<file path="config.mk">
export PLATFORM = sky130hd
export DESIGN_NAME = ysyx_23060184_exu_sequencer
export DESIGN_NICKNAME = d
export VERILOG_FILES = /design/src/rtl/ysyx_23060184_exu_pkg.sv /design/src/rtl/ysyx_23060184_exu_ctrl_decode.sv /design/src/rtl/ysyx_23060184_exu_sequencer.sv
export SDC_FILE = /design/constraint.sdc
export NUM_CORES = 1
export LEC_CHECK = 0
export CAP_MARGIN = 10
export CORE_AREA = 4 4 90 58
export DETAILED_ROUTE_END_ITERATION = 12
export DIE_AREA = 0 0 94 62
export PLACE_DENSITY = 0.6
export RECOVER_POWER = 50
export SLEW_MARGIN = 20
export SYNTH_ARGS = -nofsm -noshare
export SYNTH_HDL_FRONTEND = slang
export SYNTH_HIERARCHICAL = 1
export SYNTH_SLANG_ARGS = --single-unit
export TNS_END_PERCENT = 10
</file>
<file path="constraint.sdc">
create_clock -name clk -period 2 [get_ports clk]
set_input_delay 0.5 -clock clk [delete_from_list [all_inputs] [get_ports clk]]
set_output_delay 0.5 -clock clk [all_outputs]
set_load 0.03 [all_outputs]
</file>
<file path="src/rtl/ysyx_23060184_exu_pkg.sv">
// Shared encodings for the NPC execute sequencer: mux selects, instruction
// classes, FSM states and the per-class control bundle.
package ysyx_23060184_exu_pkg;

    localparam int RESULT_SRC_LENGTH = 2;
    localparam int ALU_SRCA_LENGTH   = 2;
    localparam int ALU_SRCB_LENGTH   = 2;

    localparam logic [RESULT_SRC_LENGTH-1:0] RESULT_SRC_PCPLUS4 = 2'b00;
    localparam logic [RESULT_SRC_LENGTH-1:0] RESULT_SRC_ALU     = 2'b01;
    localparam logic [RESULT_SRC_LENGTH-1:0] RESULT_SRC_MEM     = 2'b10;
    localparam logic [RESULT_SRC_LENGTH-1:0] RESULT_SRC_CSR     = 2'b11;

    localparam logic [ALU_SRCA_LENGTH-1:0] ALU_SRCA_PC   = 2'b00;
    localparam logic [ALU_SRCA_LENGTH-1:0] ALU_SRCA_RD1  = 2'b01;
    localparam logic [ALU_SRCA_LENGTH-1:0] ALU_SRCA_ZERO = 2'b10;

    localparam logic [ALU_SRCB_LENGTH-1:0] ALU_SRCB_IMM  = 2'b00;
    localparam logic [ALU_SRCB_LENGTH-1:0] ALU_SRCB_RD2  = 2'b01;
    localparam logic [ALU_SRCB_LENGTH-1:0] ALU_SRCB_CSR  = 2'b10;
    localparam logic [ALU_SRCB_LENGTH-1:0] ALU_SRCB_ZERO = 2'b11;

    localparam logic [3:0] INST_TYPE_R       = 4'd0;
    localparam logic [3:0] INST_TYPE_IALU    = 4'd1;
    localparam logic [3:0] INST_TYPE_LUI     = 4'd2;
    localparam logic [3:0] INST_TYPE_AUIPC   = 4'd3;
    localparam logic [3:0] INST_TYPE_LOAD    = 4'd4;
    localparam logic [3:0] INST_TYPE_STORE   = 4'd5;
    localparam logic [3:0] INST_TYPE_BRANCH  = 4'd6;
    localparam logic [3:0] INST_TYPE_JAL     = 4'd7;
    localparam logic [3:0] INST_TYPE_JALR    = 4'd8;
    localparam logic [3:0] INST_TYPE_CSRRW   = 4'd9;
    localparam logic [3:0] INST_TYPE_CSRRS   = 4'd10;
    localparam logic [3:0] INST_TYPE_EBREAK  = 4'd11;
    localparam logic [3:0] INST_TYPE_ILLEGAL = 4'd15;

    localparam logic [1:0] HALT_CAUSE_NONE    = 2'b00;
    localparam logic [1:0] HALT_CAUSE_EBREAK  = 2'b01;
    localparam logic [1:0] HALT_CAUSE_ILLEGAL = 2'b10;
    localparam logic [1:0] HALT_CAUSE_TIMEOUT = 2'b11;

    typedef enum logic [2:0] {
        S_IDLE = 3'd0,
        S_EXEC = 3'd1,
        S_MEM  = 3'd2,
        S_WB   = 3'd3,
        S_HALT = 3'd4
    } exu_state_e;

    typedef struct packed {
        logic [RESULT_SRC_LENGTH-1:0] result_src;
        logic [ALU_SRCA_LENGTH-1:0]   alu_srca;
        logic [ALU_SRCB_LENGTH-1:0]   alu_srcb;
        logic                         reg_we;
        logic                         csr_we;
        logic                         jump;
        logic                         branch;
        logic                         mem;
        logic                         store;
        logic                         ebreak;
        logic                         illegal;
    } exu_ctrl_t;

    // Quiescent bundle: what the datapath sees outside of an instruction.
    function automatic exu_ctrl_t ctrl_idle();
        exu_ctrl_t c;
        c            = '0;
        c.result_src = RESULT_SRC_ALU;
        c.alu_srca   = ALU_SRCA_ZERO;
        c.alu_srcb   = ALU_SRCB_ZERO;
        return c;
    endfunction

endpackage

</file>
<file path="src/rtl/ysyx_23060184_exu_ctrl_decode.sv">
// Combinational table from instruction class to datapath selects and
// write/flow flags; unknown codes decode as illegal.
module ysyx_23060184_exu_ctrl_decode
    import ysyx_23060184_exu_pkg::*;
#(
    parameter int TYPE_WIDTH = 4
) (
    input  logic [TYPE_WIDTH-1:0] inst_type,
    output exu_ctrl_t             ctrl
);

    always_comb begin
        ctrl = ctrl_idle();
        case (inst_type)
            TYPE_WIDTH'(INST_TYPE_R): begin
                ctrl.alu_srca = ALU_SRCA_RD1;
                ctrl.alu_srcb = ALU_SRCB_RD2;
                ctrl.reg_we   = 1'b1;
            end
            TYPE_WIDTH'(INST_TYPE_IALU): begin
                ctrl.alu_srca = ALU_SRCA_RD1;
                ctrl.alu_srcb = ALU_SRCB_IMM;
                ctrl.reg_we   = 1'b1;
            end
            TYPE_WIDTH'(INST_TYPE_LUI): begin
                ctrl.alu_srca = ALU_SRCA_ZERO;
                ctrl.alu_srcb = ALU_SRCB_IMM;
                ctrl.reg_we   = 1'b1;
            end
            TYPE_WIDTH'(INST_TYPE_AUIPC): begin
                ctrl.alu_srca = ALU_SRCA_PC;
                ctrl.alu_srcb = ALU_SRCB_IMM;
                ctrl.reg_we   = 1'b1;
            end
            TYPE_WIDTH'(INST_TYPE_LOAD): begin
                ctrl.alu_srca   = ALU_SRCA_RD1;
                ctrl.alu_srcb   = ALU_SRCB_IMM;
                ctrl.result_src = RESULT_SRC_MEM;
                ctrl.reg_we     = 1'b1;
                ctrl.mem        = 1'b1;
            end
            TYPE_WIDTH'(INST_TYPE_STORE): begin
                ctrl.alu_srca = ALU_SRCA_RD1;
                ctrl.alu_srcb = ALU_SRCB_IMM;
                ctrl.mem      = 1'b1;
                ctrl.store    = 1'b1;
            end
            TYPE_WIDTH'(INST_TYPE_BRANCH): begin
                ctrl.alu_srca = ALU_SRCA_RD1;
                ctrl.alu_srcb = ALU_SRCB_RD2;
                ctrl.branch   = 1'b1;
            end
            TYPE_WIDTH'(INST_TYPE_JAL): begin
                ctrl.alu_srca   = ALU_SRCA_PC;
                ctrl.alu_srcb   = ALU_SRCB_IMM;
                ctrl.result_src = RESULT_SRC_PCPLUS4;
                ctrl.reg_we     = 1'b1;
                ctrl.jump       = 1'b1;
            end
            TYPE_WIDTH'(INST_TYPE_JALR): begin
                ctrl.alu_srca   = ALU_SRCA_RD1;
                ctrl.alu_srcb   = ALU_SRCB_IMM;
                ctrl.result_src = RESULT_SRC_PCPLUS4;
                ctrl.reg_we     = 1'b1;
                ctrl.jump       = 1'b1;
            end
            TYPE_WIDTH'(INST_TYPE_CSRRW): begin
                ctrl.alu_srca   = ALU_SRCA_ZERO;
                ctrl.alu_srcb   = ALU_SRCB_CSR;
                ctrl.result_src = RESULT_SRC_CSR;
                ctrl.reg_we     = 1'b1;
                ctrl.csr_we     = 1'b1;
            end
            TYPE_WIDTH'(INST_TYPE_CSRRS): begin
                ctrl.alu_srca   = ALU_SRCA_RD1;
                ctrl.alu_srcb   = ALU_SRCB_CSR;
                ctrl.result_src = RESULT_SRC_CSR;
                ctrl.reg_we     = 1'b1;
                ctrl.csr_we     = 1'b1;
            end
            TYPE_WIDTH'(INST_TYPE_EBREAK): begin
                ctrl.ebreak = 1'b1;
            end
            default: begin
                ctrl.illegal = 1'b1;
            end
        endcase
    end

endmodule

</file>
<file path="src/rtl/ysyx_23060184_exu_sequencer.sv">
// Multi-cycle execute control FSM: IDLE -> EXEC -> [MEM] -> WB, with a sticky
// HALT on ebreak, illegal class or LSU timeout.
module ysyx_23060184_exu_sequencer
    import ysyx_23060184_exu_pkg::*;
#(
    parameter int MEM_TIMEOUT = 255,
    parameter int TYPE_WIDTH  = 4
) (
    input  logic                         clk,
    input  logic                         rstn,
    input  logic                         inst_valid,
    input  logic [TYPE_WIDTH-1:0]        inst_type,
    output logic                         inst_ready,
    input  logic                         branch_taken,
    output logic                         lsu_req,
    output logic                         lsu_we,
    input  logic                         lsu_done,
    output logic [RESULT_SRC_LENGTH-1:0] result_src,
    output logic [ALU_SRCA_LENGTH-1:0]   alu_srca,
    output logic [ALU_SRCB_LENGTH-1:0]   alu_srcb,
    output logic                         reg_we,
    output logic                         csr_we,
    output logic                         pc_we,
    output logic                         pc_src,
    output logic                         retire,
    output logic                         halt,
    output logic [1:0]                   halt_cause
);

    localparam logic [7:0] TIMEOUT_COUNT = 8'(MEM_TIMEOUT);

    exu_state_e            state_q, state_d;
    logic [TYPE_WIDTH-1:0] type_q, type_d;
    logic                  taken_q, taken_d;
    logic [7:0]            cnt_q, cnt_d;
    logic [1:0]            cause_q, cause_d;
    logic [7:0]            cnt_inc;
    exu_ctrl_t             ctrl;

    ysyx_23060184_exu_ctrl_decode #(
        .TYPE_WIDTH (TYPE_WIDTH)
    ) u_ctrl_decode (
        .inst_type (type_q),
        .ctrl      (ctrl)
    );

    always_ff @(posedge clk) begin
        if (!rstn) begin
            state_q <= S_IDLE;
            type_q  <= '0;
            taken_q <= 1'b0;
            cnt_q   <= 8'd0;
            cause_q <= HALT_CAUSE_NONE;
        end else begin
            state_q <= state_d;
            type_q  <= type_d;
            taken_q <= taken_d;
            cnt_q   <= cnt_d;
            cause_q <= cause_d;
        end
    end

    assign inst_ready = (state_q == S_IDLE) && rstn;
    assign halt       = (state_q == S_HALT);
    assign halt_cause = cause_q;
    assign cnt_inc    = cnt_q + 8'd1;

    always_comb begin
        state_d    = state_q;
        type_d     = type_q;
        taken_d    = taken_q;
        cnt_d      = cnt_q;
        cause_d    = cause_q;
        result_src = RESULT_SRC_ALU;
        alu_srca   = ALU_SRCA_ZERO;
        alu_srcb   = ALU_SRCB_ZERO;
        lsu_req    = 1'b0;
        lsu_we     = 1'b0;
        reg_we     = 1'b0;
        csr_we     = 1'b0;
        pc_we      = 1'b0;
        pc_src     = 1'b0;
        retire     = 1'b0;

        // Selects come from the latched class and stay stable EXEC..WB.
        if (state_q == S_EXEC || state_q == S_MEM || state_q == S_WB) begin
            result_src = ctrl.result_src;
            alu_srca   = ctrl.alu_srca;
            alu_srcb   = ctrl.alu_srcb;
        end

        case (state_q)
            S_IDLE: begin
                if (inst_valid && inst_ready) begin
                    type_d  = inst_type;
                    state_d = S_EXEC;
                end
            end
            S_EXEC: begin
                taken_d = branch_taken;
                if (ctrl.ebreak) begin
                    state_d = S_HALT;
                    cause_d = HALT_CAUSE_EBREAK;
                end else if (ctrl.illegal) begin
                    state_d = S_HALT;
                    cause_d = HALT_CAUSE_ILLEGAL;
                end else if (ctrl.mem) begin
                    state_d = S_MEM;
                end else begin
                    state_d = S_WB;
                end
            end
            S_MEM: begin
                lsu_req = 1'b1;
                lsu_we  = ctrl.store;
                cnt_d   = cnt_inc;
                // A completion in the same cycle as the timeout still wins.
                if (lsu_done) begin
                    state_d = S_WB;
                    cnt_d   = 8'd0;
                end else if (cnt_inc == TIMEOUT_COUNT) begin
                    state_d = S_HALT;
                    cause_d = HALT_CAUSE_TIMEOUT;
                    cnt_d   = 8'd0;
                end
            end
            S_WB: begin
                reg_we  = ctrl.reg_we;
                csr_we  = ctrl.csr_we;
                pc_we   = 1'b1;
                pc_src  = ctrl.jump | (ctrl.branch & taken_q);
                retire  = 1'b1;
                state_d = S_IDLE;
            end
            S_HALT: begin
                state_d = S_HALT;
            end
            default: begin
                state_d = S_IDLE;
            end
        endcase
    end

endmodule

</file>
==> impl_metrics.toml <==
[outcome]
status = "finished with violations"
violations = "setup timing"

[setup_path]
worst-path-max-fanout = 5
cp.arrival_ns = 1.60
ff2ff_setup_slack_ns = 0.06
r2r-end = "halt_cause[0]$_SDFFE_PN0P_"
worstSetupPathType = "flip-flop to output port"
crit_path_start_kind = "flip-flop"
reg2reg_from = "cnt_q[0]$_SDFFE_PN0N_"
worstRegToRegCells = 7
worstPathRequired_ns = 1.50
cp-end-kind = "output port"

[route]
drt_iter0_markers = 114
wl_um = 3770
drc_errors = 0
num_vias = 1383
ant_nets = 0
drt_pre_antenna_iters = 4
avgViaCountPerCell = 4.92
wl_per_cell_um = 13.4

[placement]
routabilityCongestion = 0.866
dp_slack_ns = -0.275
dp_hpwl_um = 2950
dp.cells = 277
io_buffer_count = 25

[cts]
cts_buffers = 3
clockBufferDepth = 2
htree_num_levels = 1
path_clk_slew_ns = 0.07
cts_root_buffer = "clkbuf_8"
cts_tree = "yes"
cts_sinks = 18
clk_latency_ns = 0.26

[timing]
hold_viol_final = 0
whs_ns = 0.495
worstMarginPinSlew_ns = 0.354
maxSlewViolCount = 0
fin_setup_tns_ns = -0.181
period_needed_ns = 2.10
rsz0062_at_grt = "yes"
period_share_pct = 105
skew_ns = 0.00300
relSlewSlack_pct = 76.4
fmax_ghz = 0.476
fin_ws_ns = -0.0995
setup_viol = 6

[synthesis]
ys_warn_count = 6
ys_ff_latch = 18
synth_cell_type_count = 49
synth.top_cells.by_count = "dfxtp_1 (18), nand2_1 (16), inv_1 (14)"
synth_flop_cell = "dfxtp_1"
yosysMostFrequentCell = "dfxtp_1"
synth_top_area_share_pct = 27.9
synth-edff-count = 0
async_flop_share_pct = 0
seq_area_frac_synth_pct = 27.9
synth.avg_cell_area_um2 = 7.46
synth_top_cells_by_area = "dfxtp_1 (28%), o21ai_0 (4.7%), nand2_1 (4.7%), nand3_1 (4.3%), inv_1 (4.1%)"
syn-num-nets = 184
yosys.area.top_type = "dfxtp_1"
synth_area_mm2 = 0.00129
synth_cells = 173

[die]
std_cell_rows = 19
fp.dieH_um = 62
core_area_mm2 = 0.00442
io_pins = 26
start_util_pct = 29.2
die_w_um = 94
dieArea_mm2 = 0.00583

[global_routing]
overflow = 0
first_global_vias = 1227
track_usage_pct = 13.7
grt_pass1_wl_um = 6020
antenna_found_initial = 0
grt_max_degree = 11

[pwr]
ir_drop_uv = 246
p_leak_nw = 0.764
powerDensity_mw_per_mm2 = 664

[min_path]
min-delay-start = "cnt_q[5]$_SDFFE_PN0N_"
hp-class = "flip-flop to flip-flop"
holdPathEnd = "cnt_q[5]$_SDFFE_PN0N_"
holdPathStages = 2

[layout]
final_cells = 281
antenna_cells = 0
nNetsFinal = 230
utilization_pct = 42.0
drive_above_1_share_pct = 28.9
areaGrowthSynthToFinish_pct = 43.8
nFillCells = 472

[flow_run]
cap_viol_max_count = 0
-- how the worst max path moves through the flow --
stage                                 startpoint  depth (start not counted)             to
final                     type_q[0]$_SDFFE_PN0P_                          4    alu_srca[1]
after global routing      type_q[2]$_SDFFE_PN0P_                          4    alu_srca[1]
after CTS                 type_q[0]$_SDFFE_PN0P_                          5  result_src[0]
after detailed placement  type_q[2]$_SDFFE_PN0P_                          4    alu_srca[1]
after global placement    type_q[2]$_SDFFE_PN0P_                          4    alu_srca[1]
after floorplan           type_q[3]$_SDFFE_PN0P_                          4    alu_srca[0]
-- worst max-delay path: stages (launching register included) --
cell and delay (ns):
dfxtp_4 0.36, or2_4 0.25, mux2_2 0.26, or3_4 0.32, buf_6 0.14
-- routing by layer --
layer,vias to the layer above,global-route usage [%],wire (µm)
met3,5,2.89,312
met1,630,21.0,1940
met5,-,0,0
li1,708,-,-
met4,0,6.17,61
met2,40,18.0,1460
-- registers in the layout (all words and copies together) (netlist names) --
name	count
type_q	4
cnt_q	8
taken_q	1
halt_cause	2
state_q	3
-- repair_timing --
action	4_1_cts	5_1_grt
gates resized for setup	38	11
hold buffers	0	0
pin swaps	2	0
setup buffers	0	0
setup endpoints to repair	13	13
-- cells in the final DEF, fill, tap and decap left out, types with 3 or more instances in the layout --
cell type and count:
buf_4 33, nand2_1 16, inv_1 14, dfxtp_1 13, o21ai_0 12, nor2_1 11
nand3_1 11, clkdlybuf4s50_1 9, and3_1 7, and2_1 5, buf_6 5, nor2b_1 4
clkbuf_8 4, or3_1 3, a21oi_1 3, nand2b_1 3, nand4_1 3, dfxtp_4 3
-- metrics by stage --
stage          instance area (µm²)  power, mW
2_1_floorplan                 1300      0.702
3_3_place_gp                  1740      0.899
3_5_place_dp                  1740      0.896
4_1_cts                       1860       1.24
5_1_grt                       1860       1.30
6_report                      1860       1.23
-- area by class of cell --
type	count	area (µm²)	area share (%)
multi-input cells	127	852	45.9
repair buffers	55	444	23.9
flip-flops and latches	18	374	20.1
well taps	63	78.8	4.25
clock buffers	4	55.1	2.96
inverters	14	52.6	2.83
-- logic make-up after synthesis --
family | Yosys count | share of synthesized area (%)
and+or+nand+nor | 80 | 34.0
xor gates and xnor gates | 2 | 1.36
AOI/OAI and AO/OA | 40 | 21.8
buffers and inverters | 28 | 10.6
DFF | 18 | 27.9
adders and majority gates | 2 | 1.94
muxes | 3 | 2.42
-- where the power goes --
group / internal [mW] / switching, mW / total [mW]
combinational: 0.235 / 0.275 / 0.510
sequential: 0.386 / 0.0290 / 0.415
clock: 0.175 / 0.132 / 0.307
total: 0.797 / 0.436 / 1.23
Power figures use the tool's default switching activity.
